**config.mk**
```make
export PLATFORM = sky130hd
export DESIGN_NAME = pattern_detector_param
export DESIGN_NICKNAME = d
export VERILOG_FILES = /design/src/rtl/pattern_det_pkg.sv /design/src/rtl/sat_counter.sv /design/src/rtl/pattern_detector_param.sv
export SDC_FILE = /design/constraint.sdc
export NUM_CORES = 1
export LEC_CHECK = 0
export BUFFER_PORTS_ARGS = -buffer_cell sky130_fd_sc_hd__buf_2
export CAP_MARGIN = 20
export CORE_MARGIN = 10
export CORE_UTILIZATION = 56
export CTS_BUF_LIST = sky130_fd_sc_hd__clkbuf_16
export DETAILED_ROUTE_END_ITERATION = 12
export PLACE_DENSITY = 0.88
export SLEW_MARGIN = 20
export SYNTH_ARGS = -nofsm -noshare
export SYNTH_HDL_FRONTEND = slang
export SYNTH_HIERARCHICAL = 1
export SYNTH_SLANG_ARGS = --single-unit
```
**constraint.sdc**
```tcl
create_clock -name clk -period 3.2 [get_ports clk]
set_input_delay 0.32 -clock clk [delete_from_list [all_inputs] [get_ports clk]]
set_output_delay 0.32 -clock clk [all_outputs]
set_load 0.02 [all_outputs]
```
**src/rtl/pattern_det_pkg.sv**
```systemverilog
// Shared definitions for the serial pattern detector: FSM encodings, symbols, widths.
// Latency: n/a (declarations only).
// Backpressure: n/a.
//
// Contents:
//   state_t   - one-hot FSM encoding (UNCFG, HUNT, MATCH)
//   B, C      - symbol constants of the BBCBC-style pattern alphabet
//   len_width - width needed to hold a pattern length 0..max_len
package pattern_det_pkg;

  typedef enum logic [2:0] {
    UNCFG = 3'b001,
    HUNT  = 3'b010,
    MATCH = 3'b100
  } state_t;

  localparam logic B = 1'b1;
  localparam logic C = 1'b0;

  // A length of max_len itself must be representable, hence the +1.
  function automatic int len_width(input int max_len);
    return $clog2(max_len + 1);
  endfunction

endpackage

```
**src/rtl/sat_counter.sv**
```systemverilog
// Saturating up-counter with synchronous clear; holds at all-ones instead of wrapping.
// Latency: count reflects inc_i/clr_i one cycle after the sampling edge.
// Backpressure: none; inc_i is taken every cycle it is high.
//
// Ports:
//   clk, rst - clock and synchronous active-high reset (clears the count)
//   clr_i    - synchronous clear, wins over inc_i
//   inc_i    - increment request
//   cnt_o    - current count
module sat_counter #(
  parameter int W = 8
) (
  input  logic         clk,
  input  logic         rst,
  input  logic         clr_i,
  input  logic         inc_i,
  output logic [W-1:0] cnt_o
);

  always_ff @(posedge clk) begin
    if (rst) begin
      cnt_o <= '0;
    end else if (clr_i) begin
      cnt_o <= '0;
    end else if (inc_i && (cnt_o != '1)) begin
      cnt_o <= cnt_o + W'(1);
    end
  end

endmodule

```
**src/rtl/pattern_detector_param.sv**
```systemverilog
// Serial bit-pattern detector with runtime-loadable pattern, length and overlap mode.
// Latency: pattern_o rises the cycle after the edge accepting the completing bit.
// Backpressure: none; every valid_i bit is consumed (dropped while unconfigured).
//
// Ports:
//   clk, rst          - clock and synchronous active-high reset (loads DEF_* config)
//   valid_i, data_i   - serial data bit and its qualifier
//   cfg_valid_i       - one-cycle config load strobe with cfg_pattern_i/cfg_len_i/cfg_overlap_i
//   pattern_o         - registered match flag, one cycle per match
//   match_cnt_o       - saturating number of matches since reset/config
//   cfg_err_o         - one-cycle pulse when a config with an illegal length is rejected
//   configured_o      - a legal pattern is loaded
// MAX_LEN is expected to lie in 2..16.
module pattern_detector_param
  import pattern_det_pkg::*;
#(
  parameter int               MAX_LEN     = 8,
  parameter int               CNT_W       = 8,
  parameter logic [MAX_LEN-1:0] DEF_PATTERN = 8'b00011010,
  parameter int               DEF_LEN     = 5,
  parameter bit               DEF_OVERLAP = 1'b0,
  localparam int              LEN_W       = len_width(MAX_LEN)
) (
  input  logic               clk,
  input  logic               rst,
  input  logic               valid_i,
  input  logic               data_i,
  input  logic               cfg_valid_i,
  input  logic [MAX_LEN-1:0] cfg_pattern_i,
  input  logic [LEN_W-1:0]   cfg_len_i,
  input  logic               cfg_overlap_i,
  output logic               pattern_o,
  output logic [CNT_W-1:0]   match_cnt_o,
  output logic               cfg_err_o,
  output logic               configured_o
);

  localparam logic [LEN_W-1:0] MAX_LEN_L = LEN_W'(MAX_LEN);
  localparam logic [LEN_W-1:0] DEF_LEN_L = LEN_W'(DEF_LEN);
  // A zero default length means there is nothing to hunt for out of reset.
  localparam state_t RST_STATE = (DEF_LEN != 0) ? HUNT : UNCFG;

  state_t             state;
  state_t             state_nx;
  logic [MAX_LEN-1:0] pat;
  logic [MAX_LEN-1:0] hist;
  logic [MAX_LEN-1:0] hist_nx;
  logic [MAX_LEN-1:0] mask;
  logic [LEN_W-1:0]   len;
  logic [LEN_W-1:0]   fill;
  logic [LEN_W-1:0]   fill_inc;
  logic               overlap;
  logic               cfg_ok;
  logic               cfg_bad;
  logic               accept;
  logic               match;

  always_comb begin
    cfg_ok  = cfg_valid_i && (cfg_len_i != '0) && (cfg_len_i <= MAX_LEN_L);
    cfg_bad = cfg_valid_i && !cfg_ok;

    // A legal config load swallows the data bit of the same cycle.
    accept  = valid_i && (state != UNCFG) && !cfg_ok;

    hist_nx  = {hist[MAX_LEN-2:0], data_i};
    fill_inc = (fill < len) ? fill + LEN_W'(1) : fill;

    // Only the low len bits of history/pattern take part in the compare;
    // the newest bit sits at [0], the oldest relevant one at [len-1].
    mask = '0;
    for (int i = 0; i < MAX_LEN; i++) begin
      mask[i] = (LEN_W'(i) < len);
    end

    match = accept && (fill_inc == len) && ((hist_nx & mask) == (pat & mask));

    state_nx = state;
    if (cfg_ok) begin
      state_nx = HUNT;
    end else begin
      unique case (state)
        UNCFG:       state_nx = UNCFG;
        HUNT, MATCH: state_nx = match ? MATCH : HUNT;
        default:     state_nx = UNCFG;
      endcase
    end
  end

  always_ff @(posedge clk) begin
    if (rst) begin
      state     <= RST_STATE;
      hist      <= '0;
      fill      <= '0;
      pat       <= DEF_PATTERN;
      len       <= DEF_LEN_L;
      overlap   <= DEF_OVERLAP;
      cfg_err_o <= 1'b0;
    end else begin
      state     <= state_nx;
      cfg_err_o <= cfg_bad;
      if (cfg_ok) begin
        pat     <= cfg_pattern_i;
        len     <= cfg_len_i;
        overlap <= cfg_overlap_i;
        hist    <= '0;
        fill    <= '0;
      end else if (accept) begin
        hist <= hist_nx;
        // Non-overlap mode restarts the fill so the next match needs len fresh bits.
        fill <= (match && !overlap) ? '0 : fill_inc;
      end
    end
  end

  assign pattern_o    = (state == MATCH);
  assign configured_o = (state != UNCFG);

  sat_counter #(
    .W(CNT_W)
  ) u_match_cnt (
    .clk   (clk),
    .rst   (rst),
    .clr_i (cfg_ok),
    .inc_i (match),
    .cnt_o (match_cnt_o)
  );

endmodule
```
# Word level (Yosys, flattened, before mapping)
# Cells that the tools add are included.
[word_totals] output_inout_bits=11 input_bits=18 register_bits=36 elab_cells=49
[op_classes] n_reduce_logical=15 muxes=4 n_lt_le_gt_ge=10 addsub=2 bitwise_logic=3 eq_ne=6
[op_table] op="$and 8x8->8" count=2
[op_table] op="$lt 3x4->1 const A" count=4
[op_table] op="$logic_and 1x1->1" count=9
[op_table] op="$add 8x1->8 const B" count=1
[op_table] op="$eq 8x8->1" count=1
[op_table] op="$lt 1x4->1 const A" count=2
[op_table] op="$lt 2x4->1 const A" count=2
[op_table] op="$mux 4" count=2
[op_table] op="$ne 8x8->1 const B" count=1
[op_table] op="$add 4x1->4 const B" count=1
[op_table] op="$eq 4x4->1" count=1
[op_table] op="$le 4x4->1 const B" count=1
[op_table] op="$lt 4x4->1" count=1
[op_table] op="$reduce_bool 4->1" count=1
[op_table] op="$reduce_or 2->1" count=2
[op_table] op="$eq 3x2->1 const B" count=1
[op_table] op="$eq 3x3->1 const B" count=1
[op_table] op="$mux 3" count=1
[op_table] op="$ne 3x1->1 const B" count=1
[op_table] op="$reduce_or 3->1" count=1
[op_table] op="$logic_not 1->1" count=2
[op_table] op="$mux 2" count=1
[op_table] op="$not 1->1" count=1

# Depth between registers and ports, before layout
[depth] word_depth=9 mapped_depth=11 depth_no_buf=11

# Modules after synthesis
# Netlist, hierarchy kept.
[modules_own_cells] module="pattern_detector_param" cells_per_inst=176 instances=1 seq_area_each_um2=560.5 area_each_um2=1427.6
[modules_own_cells] module="sat_counter" cells_per_inst=47 instances=1 seq_area_each_um2=160.2 area_each_um2=435.4

# Least setup slack after synthesis
# OpenSTA, ideal clock, no wires.
[synth_path] kind="reg2reg" start="register len[2]" end="register u_match_cnt.cnt_o[5]" n_path_buf=0 t_required_ps=3100 path_stages_with_launch=12 arrival_time_ps=2672 slack_ps=429 setup_ps=100 period_less_slack_ps=2771 cell_sequence="dfxtp_1 inv_1 ha_1 a21o_1 a21oi_2 nand2_2 xnor2_1 o2111ai_1 nor3_4 and4_1 a31oi_1 a2111oi_4"
[synth_via] elab_chain_cells=6 word_cells_on_any_way=17 cone_classes="order compare: 9; eq/ne: 2; mux: 1; bitwise: 2; reduce/logical: 3"
[synth_rtl] element="from (decl)" line_no="pattern_detector_param.sv:49" rtl="logic [LEN_W-1:0] len;"
[synth_rtl] element="from (signal assigned)" line_no="pattern_detector_param.sv:103" rtl="len <= cfg_len_i;"
[synth_rtl] element="$lt 4x4->1" line_no="pattern_detector_param.sv:66" rtl="fill_inc = (fill < len) ? fill + LEN_W'(1) : fill;"
[synth_rtl] element="$mux 4" line_no="pattern_detector_param.sv:66"
[synth_rtl] element="$eq 4x4->1" line_no="pattern_detector_param.sv:75" rtl="match = accept && (fill_inc == len) && ((hist_nx & mask) == (pat & mask));"
[synth_rtl] element="$logic_and 1x1->1" line_no="pattern_detector_param.sv:75"
[synth_rtl] element="$logic_and 1x1->1 *" line_no="pattern_detector_param.sv:75"
[synth_rtl] element="net match" line_no="pattern_detector_param.sv:56" rtl="logic match;"
[synth_rtl] element="$logic_and 1x1->1 *" line_no="sat_counter.sv:25" rtl="end else if (inc_i && (cnt_o != '1)) begin"
[synth_rtl] element="to (signal assigned)" line_no="sat_counter.sv:26" rtl="cnt_o <= cnt_o + W'(1);"
[synth_rtl] element="to (decl)" line_no="sat_counter.sv:17" rtl="output logic [W-1:0] cnt_o"
# The timed path passes the listed nets; every way through them passes the cells marked *.
# A chain may end at the register's enable or synchronous reset.

# Worst setup path after layout
# Same ends and word-level chain as after synthesis.

==> results summary <==
The post-synth design cell area is 0.00186 mm^2. The global-route usage over all layers is 0.155. The port buffer count is 28.

In this run the clock root is driven by a sky130_fd_sc_hd__clkbuf_16. After synthesis, the share of cell area in mux cells is 0.0322. The fraction of the mapped netlist area in simple logic gates came out at 0.258. The portion of the clock cycle consumed by the worst path in the final layout is 0.933. The I/O pin count is 29. The clock-pin slew reported for the worst setup and hold paths after clock tree synthesis came out at around 50 ps.

The synthesized netlist contains 42 unique library cells. From left edge to right edge, the die measures ~78 um. The filler cell count came out at 256.

The starting DRC count in detailed routing came out at about 170. The switching component of the power came out at 0.262 mW. The synthesized design contains 0 enable-type register cells.

The via count of the first global-routing pass is 1,669. Routability-driven placement finished with a final weighted congestion of just over 0.9. Using the TritonRoute via totals, the vias-per-cell ratio works out to between 5 and 6.

The number of H-tree levels is 2. The flow ran to the end, and the final reports show no timing, DRC or antenna violations. The analysis attributes to cell leakage a power of 0.904 nW. The average wire length per cell after detail routing is between 10 and 15 um. On the critical path, the stage with the largest delay is an instance of sky130_fd_sc_hd__dfxtp_1. The floorplan die area came out at between 0.006 and 0.007 mm^2. The number of nets in the layout is 278.

The number of nets in the synthesized netlist came out at 246. Across the VDD grid, the largest voltage drop is slightly below 0.0004 V. The count of unresolved DRC violations after routing came out at 0.

The core outline area is 0.00313 mm^2. The element type at the critical path start is a register. The routed wire length is between 4000 and 5000 um. Once the clock tree was built, the resizer swapped 0 gates to a different size.

The power share of the sequential group came out at 0.455. The fraction of layout instances using a drive strength above 1 is 0.188. The number of max-cap violations is 0. The share of the yosys chip area belonging to registers came out at 0.387. The overflow left after global routing is 0. The endpoint arrival time on the critical path is approximately 3200 ps.

The number of CTS-inserted buffers is 5. The die outline height came out at ~78 um. In this run the worst hold path is classified as input port to register.

Data on the critical path is required at its endpoint by between 3000 and 4000 ps. The number of setup buffers added after CTS is 0. The fraction of power consumed by the clock network came out at 0.421. The largest net degree at the start of global routing is 22. In this run the remaining antenna-violating nets after routing total 0.

The combinational fraction of design power is 0.124. The delay contributed by the slowest stage of the critical path came out at 420 ps. The area fraction in compound gates after synthesis was 0.179.

Of the total synthesized cell area, the portion taken by full adders, half adders and majority gates is 0.0336. The cell area reported after detailed placement came out at 0.00206 mm^2. The signal on the critical path passes through inv_1 -> ha_1 -> a21o_1 -> a21oi_2 -> nand2_2 -> xnor2_1 -> o2111ai_1 -> nor3_4 -> and4_1 -> a31oi_1 -> a2111oi_4. Of the total power, the share spent switching nets is 0.247.

Among all flip-flop cells after synthesis, the most frequent one is sky130_fd_sc_hd__dfxtp_1. Along the worst path, the maximum fanout reaches 5. The mean cell area of the mapped netlist is approximately 8.4 um^2. The reg2reg setup slack came out at about 220 ps.

The shortest period the worst path allows is approximately 3000 ps. For this run, the detailed router's first-pass iteration total came to 4. The share of async-settable or async-resettable flops after synthesis came out at 0.

The slew at the pin closest to its max-slew limit came out at approximately 460 ps. The total negative slack for setup checks is 0 ps. The worst max-slew margin expressed relative to the limit came out at 0.693. The synthesis-stage register bit count came out at 36. Setup repair after global routing left no endpoint under its margin. The final hold violation count is 0. The routed layout has ~1,700 vias. The initial utilization of the core area, before any placement, comes to 0.596.

The clock latency on the worst-skew pair is 280 ps. The maximum buffer depth of the clock tree came out at 2. The wire length of the first global-routing pass is roughly 7800 um. The worst clock skew came out at approximately 4.3 ps. The type of the worst setup path is register to register. During synthesis, Yosys emitted a total of 6 warnings. The number of antenna violations at the first check in global routing is 0. The initialized floorplan defines 20 standard-cell rows. TritonCTS built the clock tree. The HPWL after detailed placement came out at around 3300 um. The worst setup path is captured at a register. The post-synthesis cell count came out at 223. By area, the combinational part of the netlist is dominated by simple AND/OR/NAND/NOR gates. The xor/xnor share of the synthesized area is 0.0799.

The maximum clock frequency is 335 MHz. The internal power came out at roughly 0.8 mW. The number of failing setup endpoints in the final timing report came out at 0. The number of antenna cells inserted is 0. The cell area power density is between 400 and 500 mW/mm^2. The cts-stage hold buffer count is 0.

The total count of max-transition violations in the final report came to 0. The final design area excluding fillers is about 0.0022 mm^2. The CTS sink count came out at 36.

The layout overhead on the synthesized area is 17.6%.
[layout by cell type (no fill, tap or decap), types with 5 or more instances in the layout]
cell	count
sky130_fd_sc_hd__nand2_1	41
sky130_fd_sc_hd__dfxtp_1	36
sky130_fd_sc_hd__a21oi_1	28
sky130_fd_sc_hd__buf_2	28
sky130_fd_sc_hd__xnor2_1	12
sky130_fd_sc_hd__nand3_1	12
sky130_fd_sc_hd__nor2_1	11
sky130_fd_sc_hd__inv_1	6
sky130_fd_sc_hd__mux2i_1	6
sky130_fd_sc_hd__xor2_1	5
sky130_fd_sc_hd__ha_1	5
sky130_fd_sc_hd__clkbuf_16	5
[power by group through the flow]
stage / clock network, mW / logic [mW] / registers (mW)
finish: 0.446 / 0.131 / 0.483
CTS: 0.452 / 0.131 / 0.482
global route: 0.473 / 0.148 / 0.484
global placement: 0 / 0.127 / 0.491
detailed placement: 0 / 0.130 / 0.491
floorplan: 0 / 0.0927 / 0.488
[final timing paths]
check                                 startpoint                   end  cells after the start
worst max-delay path                      len[2]  u_match_cnt/cnt_o[5]                     11
worst min-delay path            cfg_pattern_i[3]                pat[3]                      3
worst max register to register            len[2]  u_match_cnt/cnt_o[5]                     11
worst min register to register           overlap               overlap                      2
[flip-flops by register name, indices dropped and copies added, names as in the netlist]
register	count
overlap	1
len	4
state	3
pat	8
fill	4
cfg_err_o	1
u_match_cnt/cnt_o	8
hist	7
[metal layers]
layer  vias to the layer above  global-route usage  part of all wire
li1                        852                   -                 -
met1                       792               0.178              0.43
met2                        60               0.260              0.48
met3                         7              0.0553             0.073
met4                         0              0.0511             0.016
met5                         -                   0                 0
[cell families (layout without fill, tap and decap cells)]
logic type,count (synthesis),in the layout
adder cells (fa/ha/maj),5,5
flip-flops,36,36
AO/OA/AOI/OAI,49,49
buffers and inverters,14,46
XOR/XNOR,17,17
multiplexers,6,6
AND/OR/NAND/NOR,96,96
[stage by stage]
step | std cells | power, mW | worst slack (ps) | util | hold WS, ps
final | 299 | 1.06 | 215 | 0.700 | 253
after global routing | 299 | 1.11 | 48.4 | 0.700 | 273
after CTS | 299 | 1.07 | 257 | 0.700 | 251
after detailed placement | 292 | 0.621 | 277 | 0.658 | 451
after global placement | 292 | 0.617 | 457 | 0.658 | 449
after floorplan | 223 | 0.580 | 429 | - | 395
[area by class of cell]
class | count | area, um^2 | area share
multi-input combinational | 173 | 1080 | 0.495
clock buffer | 5 | 125 | 0.0571
inverter | 7 | 26.3 | 0.0120
sequential | 36 | 721 | 0.329
timing repair buffer | 32 | 170 | 0.0777
clock inverter | 2 | 8.76 | 0.00400
tap | 44 | 55.1 | 0.0251
[cell usage after synthesis (2+ instances only)]
cell type	instances	area, um^2
sky130_fd_sc_hd__nand3_1	12	60.1
sky130_fd_sc_hd__ha_1	5	62.6
sky130_fd_sc_hd__inv_2	2	7.51
sky130_fd_sc_hd__a21boi_1	2	15.0
sky130_fd_sc_hd__o221ai_1	2	17.5
sky130_fd_sc_hd__o21ai_0	2	10.0
sky130_fd_sc_hd__a211oi_1	2	15.0
sky130_fd_sc_hd__mux2i_1	6	60.1
sky130_fd_sc_hd__or4_1	2	15.0
sky130_fd_sc_hd__and3_1	4	25.0
sky130_fd_sc_hd__nand2b_1	3	18.8
sky130_fd_sc_hd__a21oi_1	28	140
sky130_fd_sc_hd__clkbuf_1	5	18.8
sky130_fd_sc_hd__a31oi_1	4	25.0
sky130_fd_sc_hd__xor2_1	5	43.8
sky130_fd_sc_hd__nor3_1	4	20.0
sky130_fd_sc_hd__dfxtp_1	36	721
sky130_fd_sc_hd__or3_1	3	18.8
sky130_fd_sc_hd__nor2_1	11	41.3
sky130_fd_sc_hd__nand3b_1	4	30.0
sky130_fd_sc_hd__and4_1	2	17.5
sky130_fd_sc_hd__xnor2_1	12	105
sky130_fd_sc_hd__nand4_1	2	12.5
sky130_fd_sc_hd__nand2_2	2	12.5
sky130_fd_sc_hd__nor4_1	2	12.5
sky130_fd_sc_hd__nand2_1	41	154
sky130_fd_sc_hd__inv_1	5	18.8
[critical path, delay by kind of cell (launching register included)]
family / cells / cell delay (ps)
buffers and inverters: 1 / 110
DFF: 1 / 420
and+or+nand+nor: 3 / 710
AOI/OAI and AO/OA: 5 / 1110
adders and majority gates: 1 / 350
xor gates and xnor gates: 1 / 170
Power figures use the tool's default switching activity.
